===== src/rtl/mcycle.sv =====
// -----------------------------------------------------------------------------
// mcycle -- iterative multi-cycle multiply / divide unit
//
// Unsigned shift-add multiply (2*WIDTH product) and restoring divide
// (quotient + remainder), one bit per clock. The controller pulses Start and
// stalls until Done.
//
// Parameters
//   WIDTH     operand width (>= 4); also the iteration count per operation
//
// Ports
//   clk       rising-edge clock
//   reset     synchronous, active-high reset
//   Start     request; accepted only in IDLE or DONE
//   MCycleOp  0 = multiply, 1 = divide (latched with Start)
//   Operand1  multiplicand / dividend (latched with Start)
//   Operand2  multiplier / divisor (latched with Start)
//   Result1   MUL: product[WIDTH-1:0],       DIV: quotient
//   Result2   MUL: product[2*WIDTH-1:WIDTH], DIV: remainder
//   Busy      high while an operation iterates
//   Done      one-cycle pulse when results become valid
//
// Build option
//   MCYCLE_EARLY_DONE_EN  when defined, a multiply finishes as soon as the
//                         remaining multiplier bits are all zero (>= 1
//                         iteration). Division always takes WIDTH iterations.
// -----------------------------------------------------------------------------
module mcycle #(
  parameter int WIDTH = 32
) (
  input  logic             clk,
  input  logic             reset,
  input  logic             Start,
  input  logic             MCycleOp,
  input  logic [WIDTH-1:0] Operand1,
  input  logic [WIDTH-1:0] Operand2,
  output logic [WIDTH-1:0] Result1,
  output logic [WIDTH-1:0] Result2,
  output logic             Busy,
  output logic             Done
);

  localparam int CNT_W = $clog2(WIDTH);

  // Encoding chosen so Busy and Done are the state register bits themselves.
  localparam logic [1:0] IDLE = 2'b00;
  localparam logic [1:0] RUN  = 2'b01;
  localparam logic [1:0] DONE = 2'b10;

  logic [1:0]         state;
  logic [CNT_W-1:0]   cnt;
  logic               op;

  logic [2*WIDTH-1:0] acc;
  logic [2*WIDTH-1:0] mcand_sh;
  logic [WIDTH-1:0]   mplier;
  logic [WIDTH-1:0]   divisor;
  logic [WIDTH-1:0]   quo;
  logic [WIDTH-1:0]   rem;

  logic               accept;
  logic               div_by_zero;
  logic               last_iter;
  logic [2*WIDTH-1:0] acc_nxt;
  logic [WIDTH-1:0]   mplier_nxt;
  logic [WIDTH:0]     rem_sh;
  logic [WIDTH+1:0]   diff;
  logic               qbit;
  logic [WIDTH-1:0]   rem_nxt;
  logic [WIDTH-1:0]   quo_nxt;
  logic               unused_bits;

  assign Busy = state[0];
  assign Done = state[1];

  assign accept      = Start && ((state == IDLE) || (state == DONE));
  assign div_by_zero = MCycleOp && (Operand2 == '0);

  // One iteration of each algorithm, computed combinationally so the final
  // iteration can be written straight into the result registers.
  always_comb begin
    acc_nxt    = acc + (mplier[0] ? mcand_sh : '0);
    mplier_nxt = mplier >> 1;
    // Dividend bits enter the partial remainder MSB first from quo's top.
    rem_sh     = {rem, quo[WIDTH-1]};
    diff       = {1'b0, rem_sh} - {2'b00, divisor};
    qbit       = ~diff[WIDTH+1];
    // After a successful subtract the remainder is below the divisor, so
    // the low WIDTH bits hold it exactly.
    rem_nxt    = qbit ? diff[WIDTH-1:0] : rem_sh[WIDTH-1:0];
    quo_nxt    = {quo[WIDTH-2:0], qbit};
    last_iter  = (cnt == CNT_W'(WIDTH - 1));
`ifdef MCYCLE_EARLY_DONE_EN
    if (!op && (mplier_nxt == '0)) begin
      last_iter = 1'b1;
    end
`endif
  end

  assign unused_bits = diff[WIDTH];

  // Control: state, iteration counter and the architecturally visible results.
  always_ff @(posedge clk) begin
    if (reset) begin
      state   <= IDLE;
      cnt     <= '0;
      Result1 <= '0;
      Result2 <= '0;
    end else begin
      case (state)
        IDLE, DONE: begin
          if (Start) begin
            cnt <= '0;
            if (div_by_zero) begin
              state   <= DONE;
              Result1 <= '1;
              Result2 <= Operand1;
            end else begin
              state <= RUN;
            end
          end else begin
            state <= IDLE;
          end
        end
        RUN: begin
          if (last_iter) begin
            state   <= DONE;
            Result1 <= op ? quo_nxt : acc_nxt[WIDTH-1:0];
            Result2 <= op ? rem_nxt : acc_nxt[2*WIDTH-1:WIDTH];
          end else begin
            cnt <= cnt + CNT_W'(1);
          end
        end
        default: state <= IDLE;
      endcase
    end
  end

  // Datapath: operands load on an accepted Start and iterate while in RUN.
  always_ff @(posedge clk) begin
    if (accept) begin
      op       <= MCycleOp;
      acc      <= '0;
      mcand_sh <= {{WIDTH{1'b0}}, Operand1};
      mplier   <= Operand2;
      divisor  <= Operand2;
      rem      <= '0;
      quo      <= Operand1;
    end else if (state == RUN) begin
      acc      <= acc_nxt;
      mcand_sh <= mcand_sh << 1;
      mplier   <= mplier_nxt;
      rem      <= rem_nxt;
      quo      <= quo_nxt;
    end
  end

endmodule


===== config.mk =====
export PLATFORM = sky130hd
export DESIGN_NAME = mcycle
export DESIGN_NICKNAME = d
export VERILOG_FILES = /design/src/rtl/mcycle.sv
export SDC_FILE = /design/constraint.sdc
export NUM_CORES = 1
export LEC_CHECK = 0
export ABC_AREA = 1
export BUFFER_PORTS_ARGS = -buffer_cell sky130_fd_sc_hd__buf_2
export CELL_PAD_IN_SITES_DETAIL_PLACEMENT = 0
export CELL_PAD_IN_SITES_GLOBAL_PLACEMENT = 1
export CORE_MARGIN = 2
export CORE_UTILIZATION = 44
export CTS_CLUSTER_SIZE = 16
export DETAILED_ROUTE_END_ITERATION = 8
export GPL_TIMING_DRIVEN = 0
export PLACE_DENSITY = 0.85
export SYNTH_ARGS = -nofsm -noshare
export SYNTH_HDL_FRONTEND = slang
export SYNTH_SLANG_ARGS = --single-unit

===== constraint.sdc =====
create_clock -name clk -period 5.4 [get_ports clk]
set_clock_uncertainty 0.1 [all_clocks]
set_input_delay 0.27 -clock clk [delete_from_list [all_inputs] [get_ports clk]]
set_output_delay 0.27 -clock clk [all_outputs]
set_load 0.01 [all_outputs]

==> run summary, run 1 <==
In the synthesized netlist the dominant register cell turns out to be dfxtp_1. After detailed routing, the number of vias per cell comes to 5.281. The core area came out at ~49000 sq um. The maximum ir drop on the vdd rail is roughly 0.29 mV. The setup path with the least slack is of type reg2reg. The post-detailed-placement half-perimeter wirelength came out at between 60 and 70 mm. The timing-limited maximum frequency came out at roughly 0.22 GHz.

Sorting the synthesized cells by area gives the leading types as nand2_1 (21%), dfxtp_1 (18%), edfxtp_1 (18%). The area growth from synthesis to layout came out at 15.53%. After detailed routing, the number of remaining DRC violations is 0. The initial utilization of the core area, before any placement, comes to between 40% and 50%.

The die covers slightly above 50000 sq um. The total negative slack came out at 0 ns. The routability congestion estimate from global placement is 0.9970.

The count of unique library cells instantiated by Yosys is 43. The number of CTS-inserted buffers came out at 38. The die span in y is ~230 um. The mean routed wirelength per cell came out at 19.75 um. The number of buffer cells added on primary ports came out at roughly 130.

On the critical path, the stage with the largest delay is an instance of clkbuf_1. The global-route total usage across every layer is 32.54%. The static leakage came out at between 10 and 15 nW.

The time the worst path needs with I/O delays and setup came out at around 4.6 ns. The register bit total from synthesis came out at roughly 330. TritonCTS built the clock tree. The post-synth design cell area came out at 21580 sq um. The overall via count from detail_route came out at ~22000. The cell count after synthesis came out at around 3300. The source-to-sink clock delay at the later pin of the worst-skew pair is about 0.59 ns.

The share of cells above drive strength 1 came out at 6.743%. The cell count after placement came out at just over 4000. By area, the combinational part of the netlist is dominated by simple AND/OR/NAND/NOR gates.

The H-tree depth reported by CTS is 2. The final setup violation count is 0. The min-delay analysis places its worst path in the category in2reg. The number of nets produced by synthesis came out at around 3500. The count of flip-flops with a built-in enable after synthesis came out at about 130.

The number of sinks handled by clock tree synthesis came out at 328. Across the run, the number of max-cap violations was 0. The worst-case headroom to the max-slew limit came out at between 30% and 40%. The adder-cell share of the synthesized area came out at roughly 5.8%.

The detail route stage leaves a number of antenna-violating nets equal to 0. The maximum number of pins on one net before global-route repair came out at 43. The initial antenna violation count came out at 0. The endpoint arrival time on the critical path came out at 5.00 ns.

The via count of the first global-routing pass came out at between 20000 and 25000. The async set or reset register ratio after synthesis came out at 0%. For the worst setup path, the data required time is around 5.8 ns. By instance count, the leading cell after synthesis is nand2_1. The mean instance size in the synthesized netlist is roughly 6.5 sq um. Summed over all instances, the cell type with the most area after synthesis is nand2_1. The routed design has ~83 mm of wire. The commonest cells after synthesis are nand2_1 (1234), inv_1 (590), nand3_1 (243), dfxtp_1 (199), o21ai_0 (170). The first-pass iteration count of the detailed router is 6.

The worst setup path is captured at a flip-flop. The fraction of synthesized area in multiplexers is 0%. The floorplan row count came out at a little over 80.

The number of standard cells in the layout, taps in and fillers out is 4213. The first-iteration detailed-routing DRC count is around 1900. The worst setup path is launched from a flip-flop. The run finished with clean final reports. In this design, the stage delay of the slowest critical-path cell is between 0.6 and 0.7 ns.

The net count of the finished layout is approximately 3700. The remaining global-route overflow came out at 0. The simple-gate share of the synthesized area came out at about a third. The transition at the pin with the smallest max-transition slack is ~1.0 ns. The xor and xnor area share after synthesis came out at between 1.5 and 2%.

Summed over its instances, the top area cell type makes up a little over a fifth of the synthesized netlist area. The count of synthesis-stage warnings from yosys came out at 0. The final-report max-slew violation count came out at 0.

The overall power after layout came out at around 8.2 mW. The I/O pin total is between 100 and 150. The first global-routing pass estimated 123.6 mm of wire. By instance count, the cell type seen most on the critical path is nand2_1. The clock input transition at the sequential cells of the worst setup and hold paths is roughly 0.060 ns.

The tree is rooted in a clkbuf_16. The post-CTS setup repair buffer count is 0. The final hold violation count came out at 0. The buffer levels on the longest clock path is 3. The biggest fanout along the worst timing path came out at 10. Setup repair after global routing left no endpoint under its margin.

The power per cell area is around 330 nW/um^2. The portion of the post-synthesis area used by sequential elements is approximately 36%. The signal on the critical path passes through clkbuf_1 > clkbuf_1 > nand2_1 > inv_1 > ha_1 > nand2_1 > inv_1 > a21oi_1 > nand2_1 > nand2_1 > nand2_1 > nand2_1 > nand2_1 > nand2_1 > nand3_1 > nand3_1 > nand3_1 > a21oi_1.

The portion of the clock cycle consumed by the worst path in the final layout came out at 85.14%. The horizontal die dimension came out at 225.5 um. Summing the areas of all compound-gate instances in the mapped netlist gives between 10% and 20% of the synthesized area.
[flip-flops by register name, indices dropped and copies added (netlist names)]
register	cells
acc	64
mcand_sh	64
Result1	32
Result2	32
divisor	32
mplier	32
quo	32
rem	32
cnt	5
state	2
op	1
[per-stage QoR]
stage	utilization, %	hold slack [ns]	cell area, sq um	worst slack [ns]
floorplan	-	0.2391	21580	1.222
global placement	47.34	0.3579	23030	-0.6506
detailed placement	47.43	0.3559	23070	0.9386
CTS	51.25	0.002650	24930	0.9196
global route	51.25	0.04994	24930	0.5462
finish	51.26	0.01216	24940	0.8027
[cells in the final DEF (no fill, tap or decap), types with 4 or more instances in the layout]
master | Yosys | routed
a21oi_1 | 149 | 149
a31oi_1 | 65 | 65
and2_1 | 9 | 9
buf_1 | 14 | 13
buf_2 | 11 | 145
clkbuf_1 | 83 | 91
clkbuf_16 | 0 | 40
clkbuf_8 | 0 | 5
clkinv_2 | 0 | 5
dfxtp_1 | 199 | 199
dlygate4sd3_1 | 0 | 57
edfxtp_1 | 129 | 129
ha_1 | 97 | 97
inv_1 | 590 | 590
nand2_1 | 1234 | 1234
nand2_2 | 4 | 4
nand3_1 | 243 | 243
nand3_2 | 12 | 12
nand3b_1 | 8 | 8
nand4_1 | 8 | 8
nor2_1 | 149 | 149
nor3_1 | 22 | 22
nor3_2 | 5 | 5
nor4_1 | 8 | 8
o211ai_1 | 6 | 6
o21ai_0 | 170 | 170
o21ai_1 | 7 | 7
o21bai_1 | 5 | 5
o22ai_1 | 32 | 32
xor2_1 | 43 | 43
[layout make-up]
class                   instances  area (sq um)
clock inverters                15         178.9
well taps                     622         778.2
plain buffers                 112         475.5
fillers                      5041         23710
multi-input cells            2296         11040
repair buffers                192          1276
inverters                     591          2218
diodes                          2         5.005
flip-flops and latches        328          7858
clock buffers                  55          1111
[final timing paths]
| check | start | endpoint | slack (ns) | cells after the start |
|---|---|---|---|---|
| hold / removal | Operand1[25] | mcand_sh[25]$_DFFE_PP_ | 0.01 | 3 |
| hold reg to reg | Result1[1]$_SDFFE_PP0P_ | Result1[1]$_SDFFE_PP0P_ | 0.37 | 2 |
| setup reg to reg | mplier[0]$_DFFE_PP_ | Result2[8]$_SDFFE_PP0P_ | 0.80 | 18 |
| setup / recovery | mplier[0]$_DFFE_PP_ | Result2[8]$_SDFFE_PP0P_ | 0.80 | 18 |
[power breakdown]
part,internal (mW),switching [mW]
logic,0.745,1.68
registers,2.89,0.177
clock network,1.59,1.13
[repair_timing]
action | CTS | global route
hold buffers | 57 | 0
gates resized for setup | 0 | 0
hold endpoints to repair | 124 | 0
[critical path, delay by kind of cell, from the launching register on]
kind | cells | cell delay (ns)
flops | 1 | 0.33
buf+inv | 4 | 1.30
compound gates | 2 | 0.36
simple gates | 11 | 2.14
fa+ha+maj | 1 | 0.26
[logic make-up (layout without fill, tap and decap cells)]
group / count (synthesis) / count (layout)
other: 0 / 2
xor gates and xnor gates: 46 / 46
AOI/OAI and AO/OA: 438 / 438
and+or+nand+nor: 1713 / 1713
DFF: 328 / 328
adders and majority gates: 99 / 99
buffers and inverters: 703 / 965
[routing by layer]
layer  GRT usage, %  vias up  share of wire (%)
met1          44.51    10320                 44
met5              0        -                  0
li1               -    10980                  -
met3          4.941      121                7.8
met4          12.63        0                4.0
met2          51.70      835                 44
Power figures use the tool's default switching activity.
==> run 2: changes to the inputs <==
--- a/config.mk
+++ b/config.mk
@@ -10,11 +10,11 @@
 export CELL_PAD_IN_SITES_DETAIL_PLACEMENT = 0
 export CELL_PAD_IN_SITES_GLOBAL_PLACEMENT = 1
 export CORE_MARGIN = 2
-export CORE_UTILIZATION = 44
+export CORE_UTILIZATION = 45
+export CTS_BUF_LIST = sky130_fd_sc_hd__clkbuf_8
 export CTS_CLUSTER_SIZE = 16
 export DETAILED_ROUTE_END_ITERATION = 8
-export GPL_TIMING_DRIVEN = 0
-export PLACE_DENSITY = 0.85
+export PLACE_DENSITY = 0.86
 export SYNTH_ARGS = -nofsm -noshare
 export SYNTH_HDL_FRONTEND = slang
 export SYNTH_SLANG_ARGS = --single-unit
==> run 2 against run 1 <==
Net effect: final cell count decreased by 1.4%; fmax increased by 14%; via count decreased by 2.2%; hold slack improved by 0.067 ns; highest routed layer unchanged; die area decreased by 2.2%; setup slack improved by 0.56 ns; largest power group unchanged; global-route usage decreased by 1.8 points; sequential share of layout area increased by 0.34 points.
==> run summary, run 2 (synthesized netlist as in run 1, its figures left out) <==
The post-detailed-placement half-perimeter wirelength came out at 58.54 mm (-14%). The number of buffer cells added on primary ports came out at 133 (unchanged). Setup repair after global routing left no endpoint under its margin. The power per cell area was 323.0 nW/um^2 (-1.9%).

The maximum number of pins on one net before global-route repair came out at 191 (+340%). The core area is 47550 sq um (-2.3%). The post-layout net count is 3654 (-1.9%). The total negative slack was 0 ns (unchanged). The worst-case headroom to the max-slew limit is 12.00% (-20 points). The H-tree depth reported by CTS came to 2 (unchanged).

In the layout the commonest cells are nand2_1 (1232), inv_1 (597), nand3_1 (243), dfxtp_1 (199), o21ai_0 (170). The run finished with clean final reports. The final setup violation count is 0 (unchanged). The initial antenna violation count is 1 (+1).

The global-route total usage across every layer came to 30.78% (-1.8 points). The die span in y is 223.0 um (-1.1%). Compared with the post-synthesis result, the final layout area differs by 14.31%. The routability congestion estimate from global placement came out at 1.031 (+3.4%). The portion of the clock cycle consumed by the worst path in the final layout came out at 74.71% (-10 points).

In this run the worst setup path terminates at Result2[18]$_SDFFE_PP0P_. The buffer levels on the longest clock path came to 3 (unchanged). The overall via count from detail_route came out at 21750 (-2.2%). The endpoint arrival time on the critical path is 4.46 ns (-0.54 ns).

The critical path required time is 5.82 ns (+0.02 ns). The via count of the first global-routing pass is 20470 (-2.1%). The floorplan row count is 80 (-1.2%). The path depth of the worst reg2reg path came to 18 (unchanged). The number of sinks handled by clock tree synthesis came out at 328 (unchanged). The final-report max-slew violation count is 0 (unchanged). The final hold violation count is 0 (unchanged). The static leakage came out at 13.35 nW (+0.11%). The slack of the worst reg-to-reg path is 1.37 ns (+0.56 ns). The critical path in this run is classified as reg2reg. The largest registers in the layout are acc: 64 flops, mcand_sh: 64 flops. The I/O pin total is 134 (unchanged). The category of the worst setup path capture point is a flip-flop. The post-route antenna net violation count is 0 (unchanged). The post-cts hold buffer count came to 65 (+14%). The most critical setup path has its startpoint at mplier[0]$_DFFE_PP_.

The first-pass GRT wire length is 117.1 mm (-5.2%). The tightest min-delay check is of the in2reg type. The number of vias per cell after detailed routing was 5.237 (-0.82%). The startpoint of the lowest-slack register-to-register path is mplier[0]$_DFFE_PP_. The library cell used most frequently in the layout, excluding fill and tap cells, is nand2_1. The clock input transition at the sequential cells of the worst setup and hold paths came out at 0.06 ns (about the same). The source-to-sink clock delay at the later pin of the worst-skew pair is 0.71 ns (+0.12 ns). The first-iteration detailed-routing DRC count was 1883 (+0.59%).

The share of cells above drive strength 1 is 8.001% (+1.3 points). The mean routed wirelength per cell is 18.70 um (-5.3%). The maximum ir drop on the vdd rail came out at 0.2285 mV (-20%). The number of resized instances in the post-cts repair step came to 0 (unchanged).

The remaining global-route overflow is 0 (unchanged). The biggest fanout along the worst timing path came out at 38 (+28). The sort of element at the start of the critical path is a flip-flop.

The number of CTS-inserted buffers is 58 (+53%). The horizontal die dimension is 223.0 um (-1.1%). The die footprint came out at 49730 sq um (-2.2%). The time the worst path needs with I/O delays and setup came out at 4.034 ns (-0.5630 ns). The endpoint identified for the worst register-to-register timing path is Result2[18]$_SDFFE_PP0P_. The post-route worst setup slack was 1.366 ns (+0.5630 ns).

The buffer type at the clock tree root is clkbuf_8. The detailed-route DRC error count came to 0 (unchanged). The number of fillers in the final layout is 4881 (-3.2%). The max-capacitance violation count is 0 (unchanged). The timing-limited maximum frequency came out at 0.2479 GHz (+14%). The transition at the pin with the smallest max-transition slack is 1.320 ns (+0.3064 ns). The post-CTS setup repair buffer count was 0 (unchanged). The wire length reported by the detailed router came to 77.67 mm (-6.7%). TritonCTS built the clock tree. The overall power after layout came out at 7.970 mW (-3.0%).

The worst slack at placement came out at 1.477 ns (+0.5383 ns). The initial core utilization came to 45.40% (+1.0 points). The first-pass iteration count of the detailed router was 6 (unchanged).
[run 2: changes by cell type in the layout (fill, tap and decap cells not counted), sizes merged]
cell	previous run	this run
dlygate4sd3	57	65
diode	2	1
clkinv	7	15
clkbuf	138	80
buf	164	147
bufinv	3	2
inv	593	604
clkinvlp	3	0
[run 2: cell type report]
cell class              instances  area [sq um]  area share, %
clock inverters                30         211.5         0.8570
diodes                          1         2.502        0.01014
inverters                     591          2220          8.996
repair buffers                212          1446          5.862
clock buffers                  80          1101          4.462
flip-flops and latches        328          7858          31.85
well taps                     615         769.5          3.119
multi-input cells            2296         11070          44.85
[run 2: per-stage QoR]
stage / instances / cell area [sq um] / hold WS (ns) / util (%)
4_1_cts: 4152 / 24670 / 0.005667 / 51.89
3_5_place_dp: 3977 / 22710 / 0.3681 / 47.76
5_1_grt: 4153 / 24670 / 0.06487 / 51.89
3_3_place_gp: 3977 / 22710 / 0.3616 / 47.76
6_report: 4153 / 24670 / 0.07877 / 51.89
2_1_floorplan: 3327 / 21580 / 0.2391 / -
[run 2: critical path, stage by stage (launching register included)]
cell and delay [ns]:
edfxtp_1 1.11, buf_12 0.33, nand2_1 0.09, inv_1 0.06, ha_1 0.29, nand2_1 0.24, inv_1 0.07, nand2_1 0.12
nand2_1 0.10, inv_1 0.06, nand2_1 0.07, inv_1 0.12, nand2_1 0.07, a21oi_1 0.34, nand2_1 0.10, nand2_1 0.10
nand3_1 0.20, nand3_1 0.15, a21oi_1 0.08
[run 2: worst min-delay path by stage]
stage	cells past startpoint	to	from
2_1_floorplan	1	cnt[1]$_SDFFE_PP0P_	reset
3_3_place_gp	2	acc[0]$_SDFFE_PP0P_	acc[0]$_SDFFE_PP0P_
3_5_place_dp	2	acc[13]$_SDFFE_PP0P_	acc[13]$_SDFFE_PP0P_
4_1_cts	3	mcand_sh[22]$_DFFE_PP_	Operand1[22]
5_1_grt	3	mcand_sh[22]$_DFFE_PP_	Operand1[22]
6_report	3	mcand_sh[22]$_DFFE_PP_	Operand1[22]
[run 2: power by group]
part / switching, mW / internal (mW)
Sequential: 0.186 / 2.89
Combinational: 1.57 / 0.715
Clock: 1.18 / 1.43
Total: 2.93 / 5.04
[run 2: metal layers]
metal,GRT usage [%],vias up,routed length (um)
met2,48.47,700,34540
met3,5.874,141,5506
met4,11.65,0,2934
met5,0,-,0
met1,41.92,10080,34690
li1,-,10830,-
==> run 3: changes to the inputs <==
==> config.mk (replaced) <==
export PLATFORM = sky130hd
export DESIGN_NAME = mcycle
export DESIGN_NICKNAME = d
export VERILOG_FILES = /design/src/rtl/mcycle.sv
export SDC_FILE = /design/constraint.sdc
export NUM_CORES = 1
export LEC_CHECK = 0
export ABC_AREA = 0
export BUFFER_PORTS_ARGS = -buffer_cell sky130_fd_sc_hd__buf_2
export CELL_PAD_IN_SITES_DETAIL_PLACEMENT = 0
export CELL_PAD_IN_SITES_GLOBAL_PLACEMENT = 1
export CORE_MARGIN = 2
export CORE_UTILIZATION = 44
export CTS_BUF_LIST = sky130_fd_sc_hd__clkbuf_8
export CTS_CLUSTER_SIZE = 16
export DETAILED_ROUTE_END_ITERATION = 8
export PLACE_DENSITY = 0.84
export SYNTH_ARGS = -nofsm -noshare
export SYNTH_HDL_FRONTEND = slang
export SYNTH_SLANG_ARGS = --single-unit
==> constraint.sdc (replaced) <==
create_clock -name clk -period 3.5 [get_ports clk]
set_clock_uncertainty 0.1 [all_clocks]
set_input_delay 0.175 -clock clk [delete_from_list [all_inputs] [get_ports clk]]
set_output_delay 0.175 -clock clk [all_outputs]
set_load 0.01 [all_outputs]
==> run 3 against run 2 <==
Net effect: the run now ends with setup timing left; core utilization is 7.0 points higher; clock-buffer cell count is 20 lower; sequential share of layout area is 0.10 points lower; fmax is 12% higher; largest power group is now combinational logic.
==> run summary, run 3 <==
The run finished, with violations left. The checks that failed: setup timing. The share of cells above drive strength 1 is 25.39% (+17 points). The total negative slack came to -0.7933 ns (-0.7933 ns).

The final setup violation count was 12 (+12). In this run the worst hold path is classified as in2reg. The biggest fanout along the worst timing path was 7 (-82%). The final-report max-slew violation count was 0 (unchanged). The register bit total from synthesis came out at 328 (unchanged). Among all stages on the critical path, the largest delay is contributed by edfxtp_1. The die span in y is 210.7 um (-5.5%).

The number of fillers in the final layout came out at 3703 (-24%). The time the worst path needs with I/O delays and setup is 3.614 ns (-0.4207 ns). The post-detailed-placement half-perimeter wirelength came out at 48.10 mm (-18%). In the synthesized netlist the dominant register cell turns out to be dfxtp_1. The number of CTS-inserted buffers came out at 56 (-3.4%). The clock input transition at the sequential cells of the worst setup and hold paths came out at 0.06 ns (about the same). The async set or reset register ratio after synthesis came to 0% (unchanged). The routability congestion estimate from global placement is 0.9845 (-4.5%). The area growth from synthesis to layout is 31.66%.

The static leakage came out at 11.15 nW (-16%). The critical path required time is 3.96 ns (-1.86 ns). The signal on the critical path passes through buf_4 > and2_1 > ha_1 > a21oi_1 > nor2_1 > a211o_1 > o21ai_1 > buf_4 > a211oi_2 > buf_4 > buf_4 > or3_1 > a21oi_2 > xnor2_1 > buf_4 > a32oi_1 > o21ai_0. The worst hold slack came to 0.1492 ns (+0.07039 ns). The count of unique library cells instantiated by Yosys came out at 78 (+81%). The root buffer cell chosen for the clock tree is clkbuf_8. The number of vias per cell after detailed routing is 5.750 (+9.8%).

The core area is 42040 sq um (-12%). The mean routed wirelength per cell came to 20.80 um (+11%). After synthesis, the cell types taking the most area are dfxtp_1 (21%), edfxtp_1 (21%), nand2_1 (8.0%). The initial antenna violation count is 1 (unchanged). The global-route total usage across every layer is 29.21% (-1.6 points). The first-iteration detailed-routing DRC count came to 1577 (-16%).

The H-tree depth reported by CTS is 2 (unchanged). The post-synth design cell area is 18800 sq um (-13%). The source-to-sink clock delay at the later pin of the worst-skew pair came to 0.68 ns (-0.03 ns). The worst slack at placement came out at -0.3336 ns (-1.811 ns). The post-route antenna net violation count came out at 0 (unchanged). The power per cell area is 544.5 nW/um^2 (+69%).

The detailed-route DRC error count came out at 0 (unchanged). The mean instance size in the synthesized netlist came out at 8.691 sq um (+34%). The cell count after synthesis is 2163 (-35%).

The number of nets produced by synthesis is 2330 (-33%). The worst-case headroom to the max-slew limit is 41.19% (+29 points). The share of the synthesized area in the top cell type came out at 21.19% (-0.27 points).

The endpoint arrival time on the critical path is 4.07 ns (-0.39 ns). The commonest cells after synthesis are nand2_1 (399), dfxtp_1 (199), nor2_1 (163), a21oi_1 (137), edfxtp_1 (129). The portion of the post-synthesis area used by sequential elements is 41.80% (+5.4 points). The library cell used most frequently in the layout, excluding fill and tap cells, is nand2_1.

The remaining global-route overflow is 0 (unchanged). The buffer levels on the longest clock path was 3 (unchanged). TritonCTS built the clock tree. The timing-limited maximum frequency came out at 0.2767 GHz (+12%). The sort of element at the start of the critical path is a flip-flop. The overall via count from detail_route came to 18300 (-16%). The number of buffer cells added on primary ports is 133 (unchanged).

The total area of multi-input combinational cells is 11150 sq um (+0.77%). The largest registers in the layout are acc: 64 flops, mcand_sh: 64 flops. The number of diodes came out at 0 (-1). The library cells used most frequently in the layout, excluding fill and tap cells, are nand2_1 (397), buf_4 (292), dfxtp_1 (199), nor2_1 (157), buf_2 (133). The post-route worst setup slack came out at -0.1135 ns (-1.479 ns). The portion of the clock cycle consumed by the worst path in the final layout is 103.2% (+29 points). The transition at the pin with the smallest max-transition slack is 0.8822 ns (-0.4378 ns). The horizontal die dimension is 210.7 um (-5.5%). The maximum ir drop on the vdd rail came out at 0.4091 mV (+79%).

The max-capacitance violation count is 0 (unchanged). The stage delay of the slowest cell on the critical path came to 0.49 ns (-0.62 ns). The most frequent cell on the critical path is buf_4.

By startpoint and endpoint, the worst setup path is classified as reg2reg. The wire length reported by the detailed router came out at 66.18 mm (-15%). The die footprint came out at 44390 sq um (-11%). The initial core utilization is 44.72% (-0.68 points). Setup repair after global routing could not meet its margin everywhere.

The first-pass iteration count of the detailed router came out at 5 (-1). The cell family contributing the most delay on the critical path is compound AO/OA/AOI/OAI gates. The maximum number of pins on one net before global-route repair was 128 (-33%). The post-layout net count is 2765 (-24%). STA classifies the critical path endpoint as a flip-flop.

The flip-flop and latch area is 7858 sq um (unchanged). The count of synthesis-stage warnings from yosys is 0 (unchanged). The I/O pin total came to 134 (unchanged). The number of sinks handled by clock tree synthesis came out at 328 (unchanged). The dominant cell by count in the synthesized netlist is nand2_1. The count of flip-flops with a built-in enable after synthesis is 129 (unchanged). The first-pass GRT wire length came out at 100.3 mm (-14%). The final hold violation count came out at 0 (unchanged). The via count of the first global-routing pass came to 18040 (-12%). The floorplan row count came out at 75 (-6.3%).

The biggest area contributor in the post-synthesis netlist is dfxtp_1. The buffer and inverter count on the worst path came to 5 (unchanged).
run 3: changes by cell type in the layout (fill, tap and decap cells not counted), sizes merged, moves of 61 or more:
cell   before  now
nand2    1240  399
inv       604   72
buf       147  440
nand3     255   34
a22o        0   90
and2        9   77
a31oi      65    4
run 3: worst paths after layout:
kind | from | to | slack [ns] | depth (start not counted)
min | MCycleOp | op$_DFFE_PP_ | 0.15 | 2
min reg2reg | acc[50]$_SDFFE_PP0P_ | acc[50]$_SDFFE_PP0P_ | 0.35 | 2
max | mplier[0]$_DFFE_PP_ | Result2[1]$_SDFFE_PP0P_ | -0.11 | 17
max reg2reg | mplier[0]$_DFFE_PP_ | Result2[1]$_SDFFE_PP0P_ | -0.11 | 17
run 3: timing repair:
item | 4_1_cts | 5_1_grt
cloned | 1 | 0
endpoints found under the setup margin | 56 | 68
hold buffers | 67 | 0
pin swaps | 29 | 54
setup buffers | 15 | 16
gates resized for setup | 72 | 119
endpoints found under the hold margin | 159 | 0
run 3: cell type report:
cell class                      count  share of cell area, %
Clock buffer                       60                  3.336
Clock inverter                     43                  1.087
Inverter                           55                 0.8543
Multi-Input combinational cell   1650                  45.05
Sequential cell                   328                  31.75
Tap cell                          539                  2.725
Timing Repair Buffer              507                  15.20
run 3: through the flow:
stage / total power [mW] / instances / util [%] / area, sq um
floorplan: 7.703 / 2163 / - / 18810
global placement: 9.426 / 2981 / 51.91 / 21820
detailed placement: 9.519 / 2981 / 51.91 / 21820
CTS: 13.22 / 3167 / 57.22 / 24060
global route: 14.16 / 3182 / 58.88 / 24750
finish: 13.48 / 3182 / 58.88 / 24750
run 3: cell families after synthesis:
group                    synth area share [%]
XOR/XNOR                                4.146
flip-flops                              41.80
adder cells (fa/ha/maj)                 6.669
buffers and inverters                   3.834
multiplexers                            2.609
AND/OR/NAND/NOR                         19.40
AO/OA/AOI/OAI                           21.54
run 3: metal layers:
layer  GRT usage, %  wire length (um)  share of wire, %
met1          38.59             28880                44
met5              0                 0                 0
met4          15.86              3725               5.6
met2          46.19             29600                45
met3          4.371              3977               6.0
run 3: where the power goes:
group / internal (mW) / switching (mW)
clock network: 1.81 / 1.69
registers: 4.51 / 0.369
logic: 2.25 / 2.86
run 3: worst register-to-register path, cell delays in order (launching register included):
cell and delay [ns]:
edfxtp_1 0.49, buf_4 0.21, and2_1 0.14, ha_1 0.32
a21oi_1 0.15, nor2_1 0.07, a211o_1 0.33, o21ai_1 0.17
buf_4 0.13, a211oi_2 0.05, buf_4 0.16, buf_4 0.16
or3_1 0.39, a21oi_2 0.16, xnor2_1 0.07, buf_4 0.16
a32oi_1 0.15, o21ai_0 0.09
